==> src/rtl/fork_join_pkg.sv <==
// fork_join_pkg: shared types and encodings for the fork/join sequencer.
// Holds the join-mode and FSM-state enumerations, the raw mode encodings
// seen on mode_i, the legacy state constants and a mode decode helper.
package fork_join_pkg;

   // Join policy applied to one launch.
   typedef enum logic [1:0] {
      JOIN_ALL  = 2'd0,
      JOIN_ANY  = 2'd1,
      JOIN_NONE = 2'd2
   } join_mode_e;

   // Sequencer FSM states.
   typedef enum logic [1:0] {
      IDLE   = 2'd0,
      RUN    = 2'd1,
      JOINED = 2'd2
   } fj_state_e;

   // Raw encodings on mode_i. The reserved code behaves as join-all.
   localparam logic [1:0] MODE_ALL  = 2'd0;
   localparam logic [1:0] MODE_ANY  = 2'd1;
   localparam logic [1:0] MODE_NONE = 2'd2;
   localparam logic [1:0] MODE_RSVD = 2'd3;

   // State register encodings. These match fj_state_e so a debugger can
   // cast the register straight onto the enum.
   localparam logic [1:0] ST_IDLE   = 2'd0;
   localparam logic [1:0] ST_RUN    = 2'd1;
   localparam logic [1:0] ST_JOINED = 2'd2;

   // Map the raw mode bits onto the join policy. Reserved maps to ALL.
   function automatic join_mode_e decode_mode(input logic [1:0] raw);
      case (raw)
         MODE_ANY:  return JOIN_ANY;
         MODE_NONE: return JOIN_NONE;
         default:   return JOIN_ALL;
      endcase
   endfunction

endpackage

==> src/rtl/fj_thread_timer.sv <==
// fj_thread_timer: one countdown "thread" of the fork/join sequencer.
//
// A load arms the thread with its delay. Each later cycle either counts
// down or, once the count has reached zero, completes the thread. This
// gives a done pulse delay+1 cycles after the load edge, so a delay of 0
// completes on the very next edge. The count never wraps, so every value
// of the counter is a usable delay.
//
// expire is combinational. It flags that the thread completes on the
// coming edge, which lets the parent evaluate join and kill on that same
// edge. A kill on the edge where the thread also expires is ignored:
// the thread completed rather than being aborted.
module fj_thread_timer #(
   parameter int CNT_W = 8
) (
   input  logic             clk,
   input  logic             rst_n,
   input  logic             load,
   input  logic [CNT_W-1:0] delay,
   input  logic             kill,
   output logic             active,
   output logic             expire,
   output logic             done
);

   logic [CNT_W-1:0] cnt;

   assign expire = active && (cnt == '0);

   // Countdown, completion pulse and abort handling for one thread.
   always_ff @(posedge clk or negedge rst_n) begin
      if (!rst_n) begin
         cnt    <= '0;
         active <= 1'b0;
         done   <= 1'b0;
      end else begin
         done <= 1'b0;
         if (load) begin
            cnt    <= delay;
            active <= 1'b1;
         end else if (active) begin
            if (expire) begin
               active <= 1'b0;
               done   <= 1'b1;
            end else if (kill) begin
               active <= 1'b0;
               cnt    <= '0;
            end else begin
               cnt <= cnt - CNT_W'(1);
            end
         end
      end
   end

endmodule

==> src/rtl/fork_join_ctrl.sv <==
// fork_join_ctrl: fork/join sequencer.
//
// One start_i pulse (taken only while idle) launches N_CH countdown
// threads. The block reports each thread's completion on ch_done_o and
// fires a single join_o pulse per launch, according to the mode latched
// at launch:
//   ALL  - on the edge where the last thread completes
//   ANY  - on the edge where the first thread completes
//   NONE - on the edge after launch, whatever the delays
// first_idx_o records the lowest index among the first-finishing threads.
//
// Build option FORK_JOIN_KILL_EN: in ANY mode the join edge also aborts
// every thread still running, and killed_o reports which ones were
// aborted. Without the macro, leftover threads run to completion and
// killed_o is tied low.
//
// Handshake: start_i is a single-cycle request with no acknowledge. It is
// accepted only on an edge where the FSM is IDLE (busy_o low). A request
// on any other edge, including the edge that returns the block to IDLE,
// is dropped without effect.
module fork_join_ctrl
   import fork_join_pkg::*;
#(
   parameter  int N_CH  = 4,
   parameter  int CNT_W = 8,
   localparam int IDX_W = (N_CH > 1) ? $clog2(N_CH) : 1
) (
   input  logic                  clk,
   input  logic                  rst_n,
   input  logic                  start_i,
   input  logic [1:0]            mode_i,
   input  logic [N_CH*CNT_W-1:0] delay_i,
   output logic                  busy_o,
   output logic [N_CH-1:0]       ch_done_o,
   output logic                  join_o,
   output logic [IDX_W-1:0]      first_idx_o,
   output logic [N_CH-1:0]       killed_o
);

   logic [1:0]      state;
   logic [1:0]      state_nxt;
   join_mode_e      mode_q;
   logic [N_CH-1:0] active;
   logic [N_CH-1:0] expire;
   logic [N_CH-1:0] remaining;
   logic [N_CH-1:0] kill_vec;
   logic [IDX_W-1:0] low_idx;
   logic            launch;
   logic            any_exp;
   logic            last_exp;
   logic            join_fire;
   logic            kill_fire;
   logic            first_seen;

   // A launch is only possible from IDLE.
   assign launch    = (state == ST_IDLE) && start_i;
   assign any_exp   = |expire;
   // Threads that are still running after the coming edge.
   assign remaining = active & ~expire;
   assign last_exp  = any_exp && (remaining == '0);

   // The thread array: all threads share the launch strobe and kill line.
   for (genvar i = 0; i < N_CH; i++) begin : g_thread
      fj_thread_timer #(
         .CNT_W (CNT_W)
      ) u_timer (
         .clk    (clk),
         .rst_n  (rst_n),
         .load   (launch),
         .delay  (delay_i[i*CNT_W +: CNT_W]),
         .kill   (kill_vec[i]),
         .active (active[i]),
         .expire (expire[i]),
         .done   (ch_done_o[i])
      );
   end

   // Join evaluation: only RUN can fire, so join_o fires once per launch.
   always_comb begin
      join_fire = 1'b0;
      if (state == ST_RUN) begin
         case (mode_q)
            JOIN_ANY:  join_fire = any_exp;
            JOIN_NONE: join_fire = 1'b1;
            default:   join_fire = last_exp;
         endcase
      end
   end

`ifdef FORK_JOIN_KILL_EN
   // Disable-fork: the ANY join edge aborts every thread still running.
   assign kill_fire = join_fire && (mode_q == JOIN_ANY);
`else
   assign kill_fire = 1'b0;
`endif

   // Threads that expire on the kill edge ignore the kill.
   assign kill_vec = {N_CH{kill_fire}};

   // Lowest index among the threads completing on the coming edge.
   always_comb begin
      low_idx = '0;
      for (int i = N_CH - 1; i >= 0; i--) begin
         if (expire[i]) low_idx = IDX_W'(i);
      end
   end

   // Next-state logic. RUN waits for the join; JOINED waits for the last thread.
   always_comb begin
      state_nxt = state;
      case (state)
         ST_IDLE: begin
            if (start_i) state_nxt = ST_RUN;
         end
         ST_RUN: begin
            if (join_fire) begin
               if ((remaining == '0) || kill_fire) state_nxt = ST_IDLE;
               else                                state_nxt = ST_JOINED;
            end
         end
         ST_JOINED: begin
            if (last_exp) state_nxt = ST_IDLE;
         end
         default: state_nxt = ST_IDLE;
      endcase
   end

   // FSM register, latched mode and registered status outputs.
   always_ff @(posedge clk or negedge rst_n) begin
      if (!rst_n) begin
         state       <= ST_IDLE;
         mode_q      <= JOIN_ALL;
         busy_o      <= 1'b0;
         join_o      <= 1'b0;
         first_idx_o <= '0;
         first_seen  <= 1'b0;
      end else begin
         state  <= state_nxt;
         busy_o <= (state_nxt != ST_IDLE);
         join_o <= join_fire;
         if (launch) begin
            mode_q      <= decode_mode(mode_i);
            first_idx_o <= '0;
            first_seen  <= 1'b0;
         end else if (any_exp && !first_seen) begin
            first_idx_o <= low_idx;
            first_seen  <= 1'b1;
         end
      end
   end

`ifdef FORK_JOIN_KILL_EN
   // Aborted-thread record. It is cleared on launch and held until the next launch.
   always_ff @(posedge clk or negedge rst_n) begin
      if (!rst_n) begin
         killed_o <= '0;
      end else if (launch) begin
         killed_o <= '0;
      end else if (kill_fire) begin
         killed_o <= remaining;
      end
   end
`else
   assign killed_o = '0;
`endif

endmodule
==> config.mk <==
export PLATFORM = sky130hd
export DESIGN_NAME = fork_join_ctrl
export DESIGN_NICKNAME = d
export VERILOG_FILES = /design/src/rtl/fork_join_pkg.sv /design/src/rtl/fj_thread_timer.sv /design/src/rtl/fork_join_ctrl.sv
export SDC_FILE = /design/constraint.sdc
export NUM_CORES = 1
export LEC_CHECK = 0
export CAP_MARGIN = 20
export CORE_ASPECT_RATIO = 1.25
export CORE_UTILIZATION = 25
export CTS_CLUSTER_DIAMETER = 100
export CTS_CLUSTER_SIZE = 20
export DETAILED_ROUTE_END_ITERATION = 10
export GPL_TIMING_DRIVEN = 1
export SLEW_MARGIN = 25
export SYNTH_ARGS = -nofsm -noshare
export SYNTH_HDL_FRONTEND = slang
export SYNTH_SLANG_ARGS = --single-unit
==> constraint.sdc <==
create_clock -name clk -period 3.12 [get_ports clk]
set_input_delay 0.78 -clock clk [delete_from_list [all_inputs] [get_ports clk]]
set_output_delay 0.78 -clock clk [all_outputs]
set_load 0.05 [all_outputs]
Yosys cells after proc, flatten, opt, wreduce, memory -nomap -nowiden
Index checks and enable logic that the tools add are counted.
Cells by class
  $add $sub $neg: 4
  equality and inequality tests: 10
  multiplexer cells: 52
  bitwise logic cells: 2
  reductions and logical operators: 25
Operators by type and width (count)
  $mux 8: 12
  $logic_not 8->1: 4
  $sub 8x1->8 const B: 4
  $mux 1: 27
  $mux 2: 10
  $reduce_bool 2->1: 6
  $reduce_and 2->1: 4
  $logic_and 1x1->1: 7
  $eq 2x1->1 const B: 3
  $eq 2x2->1 const B: 3
  $ne 2x2->1 const B: 3
  $pmux 2 s3: 1
  $and 4x4->4: 1
  $logic_not 4->1: 1
  $not 4->4: 1
  $pmux 2 s2: 1
  $reduce_or 4->1: 1
  $logic_not 2->1: 1
  $ne 2x1->1 const B: 1
  $pmux 1 s2: 1
  $logic_not 1->1: 1
Word-level totals
  bits in registers: 49
  bits of input ports: 37
  output and inout port bits: 12
  word-level logic and storage cells: 111

Longest topological paths before layout
  depth after elaboration: 11
  mapped depth: 8
  gate-level depth less buffers: 7

By module
Synthesis repeated with hierarchy kept, for this count alone.
Second synthesis, totals
  cells, all modules: 325
  area total of the unflattened synthesis: 3021.6 µm²
By module, submodules not included
  fj_thread_timer (g_thread[1].u_timer ...): times used 3, cells each 66, area each 613.1 µm², sequential area each 250.2 µm²
  fj_thread_timer (g_thread[0].u_timer): times used 1, cells each 69, area each 640.6 µm², sequential area each 250.2 µm²
  fork_join_ctrl: times used 1, cells each 58, area each 541.8 µm², sequential area each 225.2 µm²

Least setup slack after synthesis
No wires, ideal clock.
  path type: register -> register
  start: register g_thread[1].u_timer.cnt[0]
  end: register join_o
  setup time: 0.074 ns
  arrival: 2.055 ns
  required time: 3.046 ns
  slack: 0.991 ns
  cell stages (with the launch flop): 8
  path buffers: 0
  period minus slack after synthesis: 2.129 ns
  path through: dfrtp_1 inv_1 ha_1 or3b_2 o21ai_2 nand4_4 or3_4 o21ai_2
On the way
  longest elaborated chain between the ends: 8
  elaborated cells on any way between the ends: 9
  those cells by class: mux (2); bitwise (2); reduce/logical (5)
RTL lines
  start: declaration: line fj_thread_timer.sv:26  | logic [CNT_W-1:0] cnt;
  start signal: assignment: line fj_thread_timer.sv:39  | cnt <= delay;
  start signal: assignment: line fj_thread_timer.sv:49  | cnt <= cnt - CNT_W'(1);
  $logic_not 8->1 (*): line fj_thread_timer.sv:28  | assign expire = active && (cnt == '0);
  $logic_and 1x1->1 (*): line fj_thread_timer.sv:28
  $not 4->4: line fork_join_ctrl.sv:59  | assign remaining = active & ~expire;
  $and 4x4->4: line fork_join_ctrl.sv:59
  $logic_not 4->1: line fork_join_ctrl.sv:60  | assign last_exp = any_exp && (remaining == '0);
  $logic_and 1x1->1: line fork_join_ctrl.sv:60
  $pmux 1 s2 (*): line fork_join_ctrl.sv:82  | case (mode_q)
  $mux 1 (*): line fork_join_ctrl.sv:81  | if (state == ST_RUN) begin
  named net join_fire: line fork_join_ctrl.sv:51  | logic join_fire;
  end signal: assignment: line fork_join_ctrl.sv:140  | join_o <= join_fire;
  end: declaration: line fork_join_ctrl.sv:35  | output logic join_o,
The timed path passes the listed nets; every way through them passes the cells marked *.
A chain may end at the register's enable or synchronous reset.

Worst setup path in the final report
Same ends and word-level chain as after synthesis.

==> results.json <==
{
  "cp-end-kind": "flip-flop",
  "num_vias": 2097,
  "drt-pass1-iter-count": 4,
  "tightest_slew_ns": 0.577,
  "finalSetupTns_ns": 0,
  "post_cts_buffers": 0,
  "io_buffers": 44,
  "slew_headroom": 0.616,
  "clockRootBuffer": "clkbuf_16",
  "fmax_mhz": 434,
  "crit_path_start_kind": "flip-flop",
  "cp_cell_sequence": "inv_1 > ha_1 > or3b_2 > o21ai_2 > nand4_4 > or3_4 > o21ai_2",
  "die_area_um2": 11300,
  "grt_pass1_vias": 2160,
  "finalMaxSlewViolations": 0,
  "syn-cell-area_um2": 2720,
  "drive_gt1_frac": 0.0888,
  "wl_per_cell_um": 12.3,
  "clk_pin_slew_ns": 0.07,
  "nets": 384,
  "post_synth_num_cell_types": 37,
  "drt_iter0_drc": 198,
  "rsz0062_at_grt": "no",
  "leakage_uw": 0.00126,
  "wl_um": 5790,
  "cp-startpoint": "g_thread[1].u_timer.cnt[0]",
  "viasPerCell": 4.46,
  "synth_top_area_cell": "dfrtp_1",
  "rows": 42,
  "grt_max_degree": 49,
  "worst_ep_required_time_ns": 3.34,
  "yosys_register_bits": 49,
  "ant_nets": 0,
  "cts_tree": "built",
  "n_antenna_cell": 0,
  "worst-path-max-fanout": 10,
  "layout_common_cells": "49 x dfrtp_1, 43 x clkdlybuf4s50_1, 38 x nand2_1",
  "routed.top_layer": "met4",
  "grt_usage": 0.115,
  "die_w_um": 95.2,
  "grt_pass1_wl_um": 10000,
  "numCtsBuffers": 5,
  "place_congestion": 0.810,
  "critPathKind": "flip-flop to flip-flop",
  "area_delta_synth_final_pct": 26.7,
  "cts_resized": 0,
  "antenna_found_initial": 0,
  "r2r_setup_slack_ns": 0.82,
  "cp_top_family": "simple AND/OR/NAND/NOR gates",
  "peakVddDrop_v": 0.000156,
  "hp-class": "input port to asynchronous set/reset pin",
  "holdBufCountCts": 0,
  "htree_num_levels": 2,
  "wl_met2_um": 2770,
  "cts_num_sinks": 49,
  "synth_warnings": 0,
  "timing.final.hold_violations": 0,
  "clk_path_buf_depth": 2,
  "start_util": 0.257,
  "coreArea_um2": 10600,
  "cp_num_buf_inv": 1,
  "cap_violations": 0,
  "die_h_um": 119,
  "clock_skew_ns": 0.00771,
  "path_common_cell": "o21ai_2",
  "r2r_start": "g_thread[1].u_timer.cnt[0]",
  "mostFrequentLayoutCell": "dfrtp_1",
  "cp.arrival_ns": 2.53,
  "avgSynthCellArea_um2": 9.12,
  "synthTopCellsByArea": "dfrtp_1 45%, xnor2_1 8.1%, o21ai_0 6.6%",
  "post-dp-hpwl_um": 4320,
  "routed-wl-met3_um": 275,
  "drcViolationCount": 0,
  "synthesis.instances": 298,
  "io_pins": 49,
  "cpMaxStageDelayCell": "or3b_2",
  "gr-total-overflow": 0,
  "wl_met1_um": 2640,
  "max_stage_delay_ns": 0.47,
  "hold_ws_ns": 0.487,
  "finalCritPeriodShare": 0.739,
  "period_needed_ns": 2.30,
  "setup_violations": 0,
  "power_density_nw_per_um2": 388,
  "status": "finished, final reports clean",
  "seq_area_frac_synth": 0.451,
  "netlist.area_leader.share": 0.451,
  "fill_cells": 1062,
  "worstSkewPairLatency_ns": 0.29
}
## cell families (layout without fill, tap and decap cells)
kind of cell,Yosys count,in the layout,synth area share
AND/OR/NAND/NOR,115,115,0.229
AO/OA/AOI/OAI,54,54,0.108
flip-flops,49,49,0.451
buffers and inverters,39,76,0.0654
XOR/XNOR,28,28,0.0903
adder cells (fa/ha/maj),10,10,0.0461
multiplexers,2,2,0.00829
other,1,4,0.00138
## flip-flops by register name, indices dropped and copies added, names as in the netlist
signal	flops
g_thread.u_timer.cnt	32
g_thread.u_timer.active	4
busy_o	1
first_idx_o	2
g_thread.u_timer.done	4
first_seen	1
join_o	1
state	2
mode_q	2
## worst register-to-register path, stage by stage, from the launching register on
cell and delay [ns]:
dfrtp_1 0.41, inv_1 0.13, ha_1 0.18, or3b_2 0.47, o21ai_2 0.40, nand4_4 0.21
or3_4 0.40, o21ai_2 0.05
## power breakdown
| group | total (µW) | switching (µW) | internal, µW |
|---|---|---|---|
| registers | 635 | 0 | 635 |
| logic | 72.1 | 31.1 | 40.9 |
| clock network | 627 | 227 | 401 |
## per-layer routing
metal  track usage  up-vias
li1              -     1080
met1         0.146      966
met2         0.184       40
met3        0.0309       11
met4        0.0445        0
met5             0        -
## stage by stage
step,utilization,std cells,worst slack [ns],total power [µW],cell area [µm²]
6_report,0.326,470,0.816,1330,3440
5_1_grt,0.326,470,0.663,1380,3440
4_1_cts,0.326,470,0.819,1360,3440
3_5_place_dp,0.310,462,0.812,721,3270
3_3_place_gp,0.310,462,0.893,720,3270
2_1_floorplan,-,301,0.991,663,2730
## final timing paths
path                                         endpoint  cells past startpoint
min in group clk                            mode_q[0]                      2
max in group asynchronous  g_thread[2].u_timer.cnt[3]                      2
max                                            join_o                      7
max reg2reg                                    join_o                      7
min reg2reg                                 mode_q[0]                      2
min                                            join_o                      1
## Yosys cell counts (all sizes together)
cell type	number
nor4	14
and2	1
nand3b	2
or3	8
nand4	6
or4	5
clkbuf	10
or3b	2
dfrtp	49
xor2	3
nor4b	4
inv	20
mux2	2
nor2	25
a21oi	9
nor3	5
xnor2	25
nand2b	3
buf	9
a31o	2
nor3b	1
o311ai	1
conb	1
ha	10
o21ai	40
o31ai	1
nand2	38
and4	1
o211ai	1
## area by class of cell
type,count,area [µm²],share of cell area
Sequential cell,49,1230,0.356
Clock inverter,1,30.0,0.00872
Clock buffer,7,143,0.0414
Timing Repair Buffer,48,478,0.139
Tap cell,132,165,0.0480
Multi-Input combinational cell,213,1330,0.385
Inverter,20,75.1,0.0218
(Power assumes the default switching activity.)
